--- config.mk ---
export PLATFORM = sky130hd
export DESIGN_NAME = spec_ras_flat
export DESIGN_NICKNAME = d
export VERILOG_FILES = /design/src/rtl/spec_ras_if.sv /design/src/rtl/spec_ras.sv /design/src/flat_wrapper.sv
export SDC_FILE = /design/constraint.sdc
export NUM_CORES = 1
export LEC_CHECK = 0
export ABC_AREA = 0
export CAP_MARGIN = 30
export CELL_PAD_IN_SITES_DETAIL_PLACEMENT = 0
export CELL_PAD_IN_SITES_GLOBAL_PLACEMENT = 1
export CORE_MARGIN = 3
export CORE_UTILIZATION = 52
export CTS_BUF_LIST = sky130_fd_sc_hd__clkbuf_4 sky130_fd_sc_hd__clkbuf_8
export DETAILED_ROUTE_END_ITERATION = 10
export GPL_TIMING_DRIVEN = 0
export PLACE_DENSITY = 0.9
export SLEW_MARGIN = 20
export SYNTH_ARGS = -nofsm -noshare
export SYNTH_HDL_FRONTEND = slang
export SYNTH_SLANG_ARGS = --single-unit
--- constraint.sdc ---
create_clock -name clk -period 3.9 [get_ports clk]
set_input_delay 0.78 -clock clk [delete_from_list [all_inputs] [get_ports clk]]
set_output_delay 0.78 -clock clk [all_outputs]
set_load 0.02 [all_outputs]
--- src/rtl/spec_ras_if.sv ---
// Front-end interface of the speculative return-address stack: predictor push/pop,
// dispatch checkpoints, mispredict flush and the top-of-stack / pulse outputs.
interface spec_ras_if #(
    parameter int AW = 32,
    parameter int IW = 4
) ();
    logic          push_en;
    logic [AW-1:0] push_addr;
    logic          pop_en;
    logic          cp_en;
    logic [IW-1:0] cp_id;
    logic          flush_en;
    logic [IW-1:0] flush_id;
    logic          tos_valid;
    logic [AW-1:0] tos_addr;
    logic          overflow;
    logic          underflow;

    modport master (
        output push_en, push_addr, pop_en, cp_en, cp_id, flush_en, flush_id,
        input  tos_valid, tos_addr, overflow, underflow
    );

    modport slave (
        input  push_en, push_addr, pop_en, cp_en, cp_id, flush_en, flush_id,
        output tos_valid, tos_addr, overflow, underflow
    );
endinterface

--- src/rtl/spec_ras.sv ---
// Speculative return-address stack with per-ROB-id checkpoints and flush recovery.
// Define RAS_TOS_REPAIR_EN to also checkpoint the TOS value and rewrite it on flush.
module spec_ras #(
    parameter int DEPTH      = 8,
    parameter int CP_ENTRIES = 16,
    parameter int AW         = 32
) (
    input  logic        clk,
    input  logic        rst,
    spec_ras_if.slave   bus
);
    localparam int PW = $clog2(DEPTH);
    localparam int CW = PW + 1;

    localparam logic [PW-1:0] PTR_ONE  = PW'(1);
    localparam logic [PW-1:0] PTR_ZERO = {PW{1'b0}};
    localparam logic [CW-1:0] CNT_ONE  = CW'(1);
    localparam logic [CW-1:0] CNT_ZERO = {CW{1'b0}};
    localparam logic [CW-1:0] CNT_FULL = CW'(DEPTH);
    localparam logic [AW-1:0] ADDR_ZERO = {AW{1'b0}};

    logic [AW-1:0] entry_r    [DEPTH];
    logic [PW-1:0] ptr_r;
    logic [CW-1:0] count_r;
    logic          overflow_r;
    logic          underflow_r;

    logic [PW-1:0] cp_ptr_r   [CP_ENTRIES];
    logic [CW-1:0] cp_count_r [CP_ENTRIES];
`ifdef RAS_TOS_REPAIR_EN
    logic [AW-1:0] cp_tos_r   [CP_ENTRIES];
    logic [AW-1:0] restore_tos_s;
    logic [AW-1:0] cp_tos_s;
`endif

    logic [PW-1:0] tos_idx_s;
    logic [AW-1:0] tos_s;
    logic [PW-1:0] restore_ptr_s;
    logic [CW-1:0] restore_count_s;
    logic [PW-1:0] cp_ptr_s;
    logic [CW-1:0] cp_count_s;
    logic [PW-1:0] ptr_s;
    logic [CW-1:0] count_s;
    logic          wr_en_s;
    logic [PW-1:0] wr_idx_s;
    logic [AW-1:0] wr_data_s;
    logic          overflow_s;
    logic          underflow_s;

    assign tos_idx_s       = ptr_r - PTR_ONE;
    assign restore_ptr_s   = cp_ptr_r[bus.flush_id];
    assign restore_count_s = cp_count_r[bus.flush_id];
`ifdef RAS_TOS_REPAIR_EN
    assign restore_tos_s   = cp_tos_r[bus.flush_id];
`endif

    // Top-of-stack read straight from current state; an empty stack reads as zero
    always_comb begin
        tos_s = ADDR_ZERO;
        if (count_r != CNT_ZERO) begin
            tos_s = entry_r[tos_idx_s];
        end else begin
            tos_s = ADDR_ZERO;
        end
    end

    assign bus.tos_valid = (count_r != CNT_ZERO);
    assign bus.tos_addr  = tos_s;
    assign bus.overflow  = overflow_r;
    assign bus.underflow = underflow_r;

    // Checkpoint payload: a slot saved during a flush to itself takes the restored state
    always_comb begin
        cp_ptr_s   = ptr_r;
        cp_count_s = count_r;
`ifdef RAS_TOS_REPAIR_EN
        cp_tos_s   = tos_s;
`endif
        if (bus.flush_en && (bus.cp_id == bus.flush_id)) begin
            cp_ptr_s   = restore_ptr_s;
            cp_count_s = restore_count_s;
`ifdef RAS_TOS_REPAIR_EN
            cp_tos_s   = restore_tos_s;
`endif
        end else begin
            cp_ptr_s   = ptr_r;
            cp_count_s = count_r;
`ifdef RAS_TOS_REPAIR_EN
            cp_tos_s   = tos_s;
`endif
        end
    end

    // Next pointer/count, entry write port and pulse requests; flush overrides push/pop
    always_comb begin
        ptr_s       = ptr_r;
        count_s     = count_r;
        wr_en_s     = 1'b0;
        wr_idx_s    = ptr_r;
        wr_data_s   = bus.push_addr;
        overflow_s  = 1'b0;
        underflow_s = 1'b0;
        if (bus.flush_en) begin
            ptr_s   = restore_ptr_s;
            count_s = restore_count_s;
`ifdef RAS_TOS_REPAIR_EN
            if (restore_count_s != CNT_ZERO) begin
                wr_en_s   = 1'b1;
                wr_idx_s  = restore_ptr_s - PTR_ONE;
                wr_data_s = restore_tos_s;
            end else begin
                wr_en_s   = 1'b0;
            end
`endif
        end else if (bus.push_en && bus.pop_en && (count_r != CNT_ZERO)) begin
            // Return followed by call: replace the top entry in place
            wr_en_s  = 1'b1;
            wr_idx_s = tos_idx_s;
        end else if (bus.push_en) begin
            wr_en_s  = 1'b1;
            wr_idx_s = ptr_r;
            ptr_s    = ptr_r + PTR_ONE;
            if (count_r == CNT_FULL) begin
                count_s    = count_r;
                overflow_s = 1'b1;
            end else begin
                count_s    = count_r + CNT_ONE;
                overflow_s = 1'b0;
            end
        end else if (bus.pop_en) begin
            if (count_r != CNT_ZERO) begin
                ptr_s   = ptr_r - PTR_ONE;
                count_s = count_r - CNT_ONE;
            end else begin
                underflow_s = 1'b1;
            end
        end else begin
            ptr_s   = ptr_r;
            count_s = count_r;
        end
    end

    // Pointer, occupancy and registered overflow/underflow pulses
    always_ff @(posedge clk or negedge rst) begin
        if (!rst) begin
            ptr_r       <= PTR_ZERO;
            count_r     <= CNT_ZERO;
            overflow_r  <= 1'b0;
            underflow_r <= 1'b0;
        end else begin
            ptr_r       <= ptr_s;
            count_r     <= count_s;
            overflow_r  <= overflow_s;
            underflow_r <= underflow_s;
        end
    end

    // Stack storage; entries persist across flushes unless written
    always_ff @(posedge clk or negedge rst) begin
        if (!rst) begin
            for (int i = 0; i < DEPTH; i++) begin
                entry_r[i] <= ADDR_ZERO;
            end
        end else if (wr_en_s) begin
            entry_r[wr_idx_s] <= wr_data_s;
        end
    end

    // Checkpoint slots indexed by ROB id
    always_ff @(posedge clk or negedge rst) begin
        if (!rst) begin
            for (int i = 0; i < CP_ENTRIES; i++) begin
                cp_ptr_r[i]   <= PTR_ZERO;
                cp_count_r[i] <= CNT_ZERO;
`ifdef RAS_TOS_REPAIR_EN
                cp_tos_r[i]   <= ADDR_ZERO;
`endif
            end
        end else if (bus.cp_en) begin
            cp_ptr_r[bus.cp_id]   <= cp_ptr_s;
            cp_count_r[bus.cp_id] <= cp_count_s;
`ifdef RAS_TOS_REPAIR_EN
            cp_tos_r[bus.cp_id]   <= cp_tos_s;
`endif
        end
    end
endmodule
--- src/flat_wrapper.sv ---
// flat-port wrapper written by rule: the top's interface ports become plain ports
module spec_ras_flat 
#(
    parameter int DEPTH      = 8,
    parameter int CP_ENTRIES = 16,
    parameter int AW         = 32
)
  (clk, rst, bus_push_en, bus_push_addr, bus_pop_en, bus_cp_en, bus_cp_id, bus_flush_en, bus_flush_id, bus_tos_valid, bus_tos_addr, bus_overflow, bus_underflow);
  spec_ras_if #(.AW(AW)) bus_i ();
  input  logic clk;
  input  logic rst;
  input wire logic [$bits(bus_i.push_en)-1:0] bus_push_en;
  input wire logic [$bits(bus_i.push_addr)-1:0] bus_push_addr;
  input wire logic [$bits(bus_i.pop_en)-1:0] bus_pop_en;
  input wire logic [$bits(bus_i.cp_en)-1:0] bus_cp_en;
  input wire logic [$bits(bus_i.cp_id)-1:0] bus_cp_id;
  input wire logic [$bits(bus_i.flush_en)-1:0] bus_flush_en;
  input wire logic [$bits(bus_i.flush_id)-1:0] bus_flush_id;
  output wire logic [$bits(bus_i.tos_valid)-1:0] bus_tos_valid;
  output wire logic [$bits(bus_i.tos_addr)-1:0] bus_tos_addr;
  output wire logic [$bits(bus_i.overflow)-1:0] bus_overflow;
  output wire logic [$bits(bus_i.underflow)-1:0] bus_underflow;
  assign bus_i.push_en = bus_push_en;
  assign bus_i.push_addr = bus_push_addr;
  assign bus_i.pop_en = bus_pop_en;
  assign bus_i.cp_en = bus_cp_en;
  assign bus_i.cp_id = bus_cp_id;
  assign bus_i.flush_en = bus_flush_en;
  assign bus_i.flush_id = bus_flush_id;
  assign bus_tos_valid = bus_i.tos_valid;
  assign bus_tos_addr = bus_i.tos_addr;
  assign bus_overflow = bus_i.overflow;
  assign bus_underflow = bus_i.underflow;
  spec_ras #(.DEPTH(DEPTH), .CP_ENTRIES(CP_ENTRIES), .AW(AW)) u_core (.clk(clk), .rst(rst), .bus(bus_i));
endmodule
# After elaboration in Yosys (flattened, before gate mapping)
# Index checks and enable logic that the tools add are counted.
# word_totals
mem_bits_ro,0
mem_count,0
elab_cells,118
latch_bits,0
ff_bits,377
ram_bits,0
# classes
n_eq_ne,4
bitwise,4
mul,0
div,0
add_sub_neg,4
n_reduce_logical,10
n_lt_le_gt_ge,6
n_mux,46
n_shift,0
# op_table
op,n
256-bit bitwise mux,1
32-bit 2-to-1 mux,4
32-bit binary-select mux with 3-bit select,1
32-bit demux with 3-bit select,1
64-bit bitwise mux,1
48-bit bitwise mux,1
4-bit 2-to-1 mux,10
3-bit 2-to-1 mux,11
4-bit binary-select mux with 4-bit select,1
4-bit demux with 4-bit select,1
3-bit binary-select mux with 4-bit select,1
3-bit demux with 4-bit select,1
1-bit 2-to-1 mux,12
"5-bit >= comparator, second input constant",2
4-bit inverter with 5-bit output,2
"4-bit >= comparator, second input constant",2
3-bit inverter with 4-bit output,2
3-bit nonzero test,2
1-bit logical AND,5
"5-bit by 1-bit less-than comparator with 1-bit output, second input constant",1
"4-bit by 1-bit adder with 4-bit output, second input constant",1
4-bit equality test,1
"4-bit equality test, second input constant",1
"4-bit by 1-bit less-than comparator with 1-bit output, second input constant",1
other kinds (8),8

# Logic depth before layout (Yosys ltp)
# Gate-level depths: netlist (run 1).
# logic_depth
word_depth,10
ltp_mapped,9
mapped_depth_nobuf,6

# Worst setup path after synthesis (run 1)
# No wires, ideal clock.
# synth_path
path_kind,reg2out
start,reg u_core.ptr_r[0]
end,out bus_tos_addr[14]
setup_slack_ns,0.549
stages_incl_launch_ff,10
path_buffers,4
arrival_ns,2.571
path_cell_list,dfrtp_1 > clkbuf_1 > inv_1 > ha_1 > clkbuf_1 > clkbuf_1 > buf_1 > mux4_2 > nand2_1 > a21oi_1
# synth_between
elab_chain_cells,6
# synth_rtl
item,line,rtl
from (decl),spec_ras.sv:23,logic [PW-1:0] ptr_r;
from (signal assigned),spec_ras.sv:151,ptr_r <= ptr_s;
3-bit by 1-bit subtractor with 3-bit output,spec_ras.sv:50,assign tos_idx_s = ptr_r - PTR_ONE;
3-bit inverter with 4-bit output (implied by the code),spec_ras.sv:61,tos_s = entry_r[tos_idx_s];
32-bit binary-select mux with 3-bit select,spec_ras.sv:61,
32-bit 2-to-1 mux (implied by the code) (2 in a row),spec_ras.sv:61,
32-bit 2-to-1 mux,spec_ras.sv:60,if (count_r != CNT_ZERO) begin
to (decl),flat_wrapper.sv:20,output wire logic [$bits(bus_i.tos_addr)-1:0] bus_tos_addr;
# Every way passes these cells. The select of a mux whose other input is x is not followed.

# Worst setup path after layout (run 1)
# layout_path
start,reg u_core.ptr_r[0]
end,out bus_tos_addr[19]
# Same word-level chain as after synthesis.

==> results of run 1 <==
==> synth_stat cells, drive strengths merged, types with 5 or more instances <==
cell | instances | area (µm²)
xor2 | 5 | 43.79
nor3 | 14 | 70.07
a31oi | 113 | 738.2
nand2b | 6 | 37.54
mux2 | 15 | 168.9
nand3 | 7 | 35.03
a22oi | 7 | 105.1
buf | 57 | 355.3
nor4 | 7 | 73.82
mux4 | 92 | 2143
clkbuf | 70 | 402.9
mux2i | 9 | 90.09
nor2 | 136 | 510.5
a21oi | 34 | 170.2
o21ai | 16 | 87.58
nand2 | 104 | 390.4
o2bb2ai | 256 | 2242
xnor2 | 5 | 43.79
dfrtp | 377 | 9434
==> power by group <==
group / internal (W) / switching (W)
clock network: 0.00227 / 0.00163
logic: 0.00387 / 0.00459
registers: 0.00566 / 0.000999
total: 0.0118 / 0.00722
==> path summary, 6_finish.rpt <==
| check | startpoint | depth (start not counted) | end |
|---|---|---|---|
| max | u_core.ptr_r[0]$_DFFE_PN0P_ | 9 | bus_tos_addr[19] |
| min | rst | 1 | u_core.entry_r[231]$_DFFE_PN0P_ |
| max reg2reg | u_core.ptr_r[0]$_DFFE_PN0P_ | 8 | u_core.entry_r[172]$_DFFE_PN0P_ |
| min reg2reg | u_core.entry_r[249]$_DFFE_PN0P_ | 1 | u_core.entry_r[249]$_DFFE_PN0P_ |
| max in group asynchronous | rst | 3 | u_core.entry_r[216]$_DFFE_PN0P_ |
| min in group clk | u_core.entry_r[249]$_DFFE_PN0P_ | 1 | u_core.entry_r[249]$_DFFE_PN0P_ |
==> worst max-delay path: cells and delay by family (launching register included) <==
kind	cells	cell delay (ns)
flip-flops	1	0.38
adder cells (fa/ha/maj)	1	0.36
AND/OR/NAND/NOR	1	0.10
buffers and inverters	5	1.12
AO/OA/AOI/OAI	1	0.06
multiplexers	1	0.36
==> per-layer routing <==
layer	track usage, %	up-vias
met5	0	-
met4	9.980	0
met3	4.425	120
met2	43.92	594
met1	38.43	6769
li1	-	5581
==> cell type report <==
class	count	area, µm²
plain buffers	126	819.5
clock buffers	95	1189
clock inverters	17	215.2
fillers	2527	12440
inverters	4	15.01
multi-input cells	860	7317
flip-flops and latches	377	9434
well taps	442	553.0
repair buffers	77	798.3
==> logic make-up after synthesis <==
group                    after synthesis  synth area share (%)
AO/OA/AOI/OAI                        442                 19.93
XOR/XNOR                              10                0.5017
adder cells (fa/ha/maj)                5                0.4014
buffers and inverters                131                 4.429
flip-flops                           377                 54.04
multiplexers                         116                 13.76
AND/OR/NAND/NOR                      287                 6.938
==> what timing repair did <==
| action | CTS | global route |
|---|---|---|
| buffers inserted | 0 | 0 |
| pin swaps | 0 | 0 |
| gates resized for setup | 78 | 4 |
| setup endpoints to repair | 32 | 13 |
==> flip-flops by register name, summed over array words and instances (netlist names) <==
signal / count
u_core.bus.overflow: 1
u_core.bus.underflow: 1
u_core.count_r: 4
u_core.cp_count_r: 64
u_core.cp_ptr_r: 48
u_core.entry_r: 256
u_core.ptr_r: 3
==> stage by stage <==
stage,setup slack (ns),instances,utilization (%)
floorplan,0.5487,1368,-
global placement,-13.96,1883,57.16
detailed placement,-1.120,1887,57.47
CTS,0.04647,1998,62.03
global route,0.02015,1998,62.04
finish,0.1032,1998,62.04
==> results.cfg, run 1 <==
[clock_tree]
cts.clk_slew.worst_paths_ns = 0.06
root_buffer = clkbuf_8
clk-insertion-delay-late_ns = 0.63
postCtsHoldBufs = 0
clkSinkCount = 377
cts_buffers = 61
cts-htree-levels = 2
tritoncts = built
clockBufferDepth = 3

[worst_setup_path]
path_cells = buf_4 > inv_1 > ha_4 > clkbuf_8 > buf_6 > mux4_2 > nand2_1 > a21oi_1 > dlygate4sd2_1
endpoint_kind = output port
max_stage_delay_ns = 0.38
reg2reg_slack_ns = 0.94
crit_fanout = 10
crit_path_start_kind = register
cp.required_ns = 3.12
cp.arrival_ns = 3.02
slowest_stage = dfrtp_1
critical_path_class = register to output port

[sta]
fin_skew_ns = 0.02690
worstMarginPinSlew_ns = 0.9826
rsz0062_at_grt = false
fin_hold_ws_ns = 0.1783
clock.fmax_ghz = 0.2634
fin_tns_setup_ns = 0
slew_headroom_pct = 34.05
setup_violations = 0
hold_violations = 0
post-route-period-util_pct = 97.35
slew_viol_final = 0
fin_crit_ns = 3.797

[placement]
placed_cell_area_um2 = 18840
place_hpwl_um = 31220
portBuffers = 73
gp_congestion = 0.8494

[routing]
drc = 0
avgRoutedWirePerCell_um = 24.31
ant_nets = 0
wl_met2_um = 23260
vias = 13060
top_layer_used = met4
via_per_inst = 6.539
drt-met1-wl_um = 20230
wirelength_um = 48560
first_pass_iters = 7
drt-initial-drc-count = 1199
wl_met3_um = 3548

[floorplan]
fp.coreArea_um2 = 32780
initial_utilization_pct = 53.25
die_area_um2 = 35800
row_count = 66
io_pins = 81
die_h_um = 189.2
die_w_um = 189.2

[synth]
synth.yosys.seq_area_share_pct = 54.04
syn_avg_cell_area_um2 = 12.76
netlist_area_um2 = 17460
ys_types = 48
ys_ff_latch = 377
synthFlopType = dfrtp_1
synth_cells = 1368
synth-async-reset-ratio_pct = 100.0
synth_nets = 1419
synth-edff-count = 0
synth_warnings = 0

[min_path]
hold_class = input pin to async pin

[final_layout]
final_cell_mix = dfrtp_1 (377), o2bb2ai_1 (256), nor2_1 (136), a31oi_1 (108), nand2_1 (104)
drive_gt1_share_pct = 20.37
mostFrequentLayoutCell = dfrtp_1
final_cell_area_um2 = 20340
area_delta_synth_final_pct = 16.52
final_nets = 1558
num_antenna_cells = 0

[global_route]
antenna_found_initial = 0
grt_pass1_wl_um = 77140
grt-ovfl-total = 0
grt_max_degree = 102
grt_pass1_vias = 13590
globalRouteTotalUtil_pct = 27.42

[power_and_ir_drop]
worst_ir_drop_vdd_mv = 0.5578
leakagePower_nw = 8.287
power_w = 0.01902
powerDensity_nw_per_um2 = 934.9

[run]
drv_cap = 0

[run_status]
status = completed
Note: power is estimated with default switching activity, not from simulation.
==> run 2, diff against run 1 <==
Settings changed: RECOVER_POWER from default to 50.
==> run 2 against run 1 <==
  * The flow now finishes with violations (capacitance limit, slew limit)
  * Register-to-register slack lost 0.41 ns
  * Via count increased by 0.26%
  * Combinational power barely moved
  * Final area fell by 0.44%
  * Clock-buffer cell count stayed put
  * Global-route usage stayed put
  * Worst setup slack better by 0.012 ns
  * Fmax rose by 0.32%
  * Core utilization down 0.27 points
  * Cell count stayed put
  * Highest routed layer unchanged
==> results.cfg, run 2 (synthesis results as in run 1) <==
[clock_tree]
root_buffer = clkbuf_8
post_cts_buffers = 0
cts.clk_slew.worst_paths_ns = 0.06
clkSinkCount = 377
clk-insertion-delay-late_ns = 0.63
tritoncts = built
clockBufferDepth = 3
cts-htree-levels = 2
cts_buffers = 61

[final_layout]
mostFrequentLayoutCell = dfrtp_1
final_cell_area_um2 = 20250
final_nets = 1558
drive_gt1_share_pct = 19.99
final_cell_mix = dfrtp_1 (377), o2bb2ai_1 (256), nor2_1 (136), a31oi_1 (108), nand2_1 (104)
largest_register = u_core.entry_r
reg_top3 = u_core.entry_r x256, u_core.cp_count_r x64, u_core.cp_ptr_r x48
num_antenna_cells = 0
largest_register_ffs = 256
area_delta_synth_final_pct = 16.01
n_fill_cell = 2540
fin_util_pct = 61.77
final_cells = 1998

[placement]
dp_cells = 1887
placed_cell_area_um2 = 18840
place_hpwl_um = 31220
gp_congestion = 0.8494
portBuffers = 73

[worst_setup_path]
endpoint_kind = output port
crit_path_start_kind = register
cp.arrival_ns = 3.00
crit_fanout = 10
cp.required_ns = 3.12
rr_worst_depth = 7
critical_path_class = register to output port

[floorplan]
die_area_um2 = 35800
row_count = 66
die_w_um = 189.2
io_pins = 81
die_h_um = 189.2
initial_utilization_pct = 53.25
fp.coreArea_um2 = 32780

[routing]
via_per_inst = 6.556
wirelength_um = 48520
drt-initial-drc-count = 1186
drc = 0
avgRoutedWirePerCell_um = 24.29
vias = 13100
ant_nets = 0
first_pass_iters = 5

[sta]
fin_crit_ns = 3.785
slew_headroom_pct = -61.27
fin_skew_ns = 0.02919
clock.fmax_ghz = 0.2642
worstMarginPinSlew_ns = 2.419
post-route-period-util_pct = 97.05
rsz0062_at_grt = false
fin_tns_setup_ns = 0
slew_viol_final = 102
hold_violations = 0
setup_violations = 0

[min_path]
hold_depth = 1
hold_class = register to register

[power_and_ir_drop]
powerDensity_nw_per_um2 = 937.0
leakagePower_nw = 8.246
worst_ir_drop_vdd_mv = 0.5570

[run]
drv_cap = 2

[global_route]
antenna_found_initial = 0
grt_pass1_wl_um = 77140
grt_pass1_vias = 13590
grt-ovfl-total = 0
grt_max_degree = 102
globalRouteTotalUtil_pct = 27.42

[run_status]
failed_checks = capacitance limit, slew limit
status = finished, violations left
==> run 2: stage by stage <==
| step | hold slack, ns | power [W] | setup slack, ns |
|---|---|---|---|
| 2_1_floorplan | 0.4509 | 0.01210 | 0.5487 |
| 3_3_place_gp | 0.4654 | 0.01491 | -13.96 |
| 3_5_place_dp | 0.4685 | 0.01515 | -1.120 |
| 4_1_cts | 0.1746 | 0.01897 | 0.04647 |
| 5_1_grt | 0.4921 | 0.01995 | 0.02325 |
| 6_report | 0.4814 | 0.01898 | 0.1152 |
==> run 2: worst paths after layout <==
| path | from | endpoint | slack, ns |
|---|---|---|---|
| setup reg to reg | u_core.count_r[0]$_DFFE_PN0P_ | u_core.entry_r[186]$_DFFE_PN0P_ | 0.53 |
| max in group asynchronous | rst | u_core.entry_r[22]$_DFFE_PN0P_ | 0.60 |
| min in group asynchronous | rst | u_core.entry_r[231]$_DFFE_PN0P_ | 0.87 |
| hold / removal | u_core.entry_r[249]$_DFFE_PN0P_ | u_core.entry_r[249]$_DFFE_PN0P_ | 0.48 |
| setup / recovery | u_core.ptr_r[0]$_DFFE_PN0P_ | bus_tos_addr[19] | 0.12 |
| hold reg to reg | u_core.entry_r[249]$_DFFE_PN0P_ | u_core.entry_r[249]$_DFFE_PN0P_ | 0.48 |
==> run 2: what timing repair did <==
| item | 4_1_cts | 5_1_grt |
|---|---|---|
| gates resized for setup | 78 | 4 |
| hold buffers | 0 | 0 |
| setup endpoints to repair | 32 | 13 |
| gates cloned | 0 | 0 |
==> run 2: routing by layer <==
metal  wire [µm]  vias to the layer above  global-route usage [%]
met5           0                        -                       0
li1            -                     5587                       -
met1       20160                     6827                   38.43
met4        1401                        0                   9.980
met2       23550                      581                   43.92
met3        3412                      103                   4.425
==> run 2: layout make-up <==
cell class / instances / area (µm²) / share of cell area [%]
sequential: 377 / 9434 / 46.59
buffer: 126 / 817.0 / 4.035
tap: 442 / 553.0 / 2.731
inverter: 4 / 15.01 / 0.07414
multi-input combinational: 860 / 7276 / 35.93
clock buffer: 95 / 1189 / 5.870
clock inverter: 17 / 215.2 / 1.063
timing repair buffer: 77 / 752.0 / 3.713
==> run 2: critical path, stage by stage, from the launching register on <==
cell	delay [ns]
dfrtp_1	0.38
buf_4	0.21
inv_1	0.15
ha_4	0.36
clkbuf_8	0.21
buf_6	0.19
mux4_2	0.36
nand2_1	0.10
a21oi_1	0.06
dlygate4sd2_1	0.35
==> run 2: report_power, final <==
part | switching [W] | total [W] | internal (W)
logic | 0.00458 | 0.00843 | 0.00386
clock network | 0.00161 | 0.00388 | 0.00227
registers | 0.000997 | 0.00666 | 0.00566
total | 0.00719 | 0.0190 | 0.0118
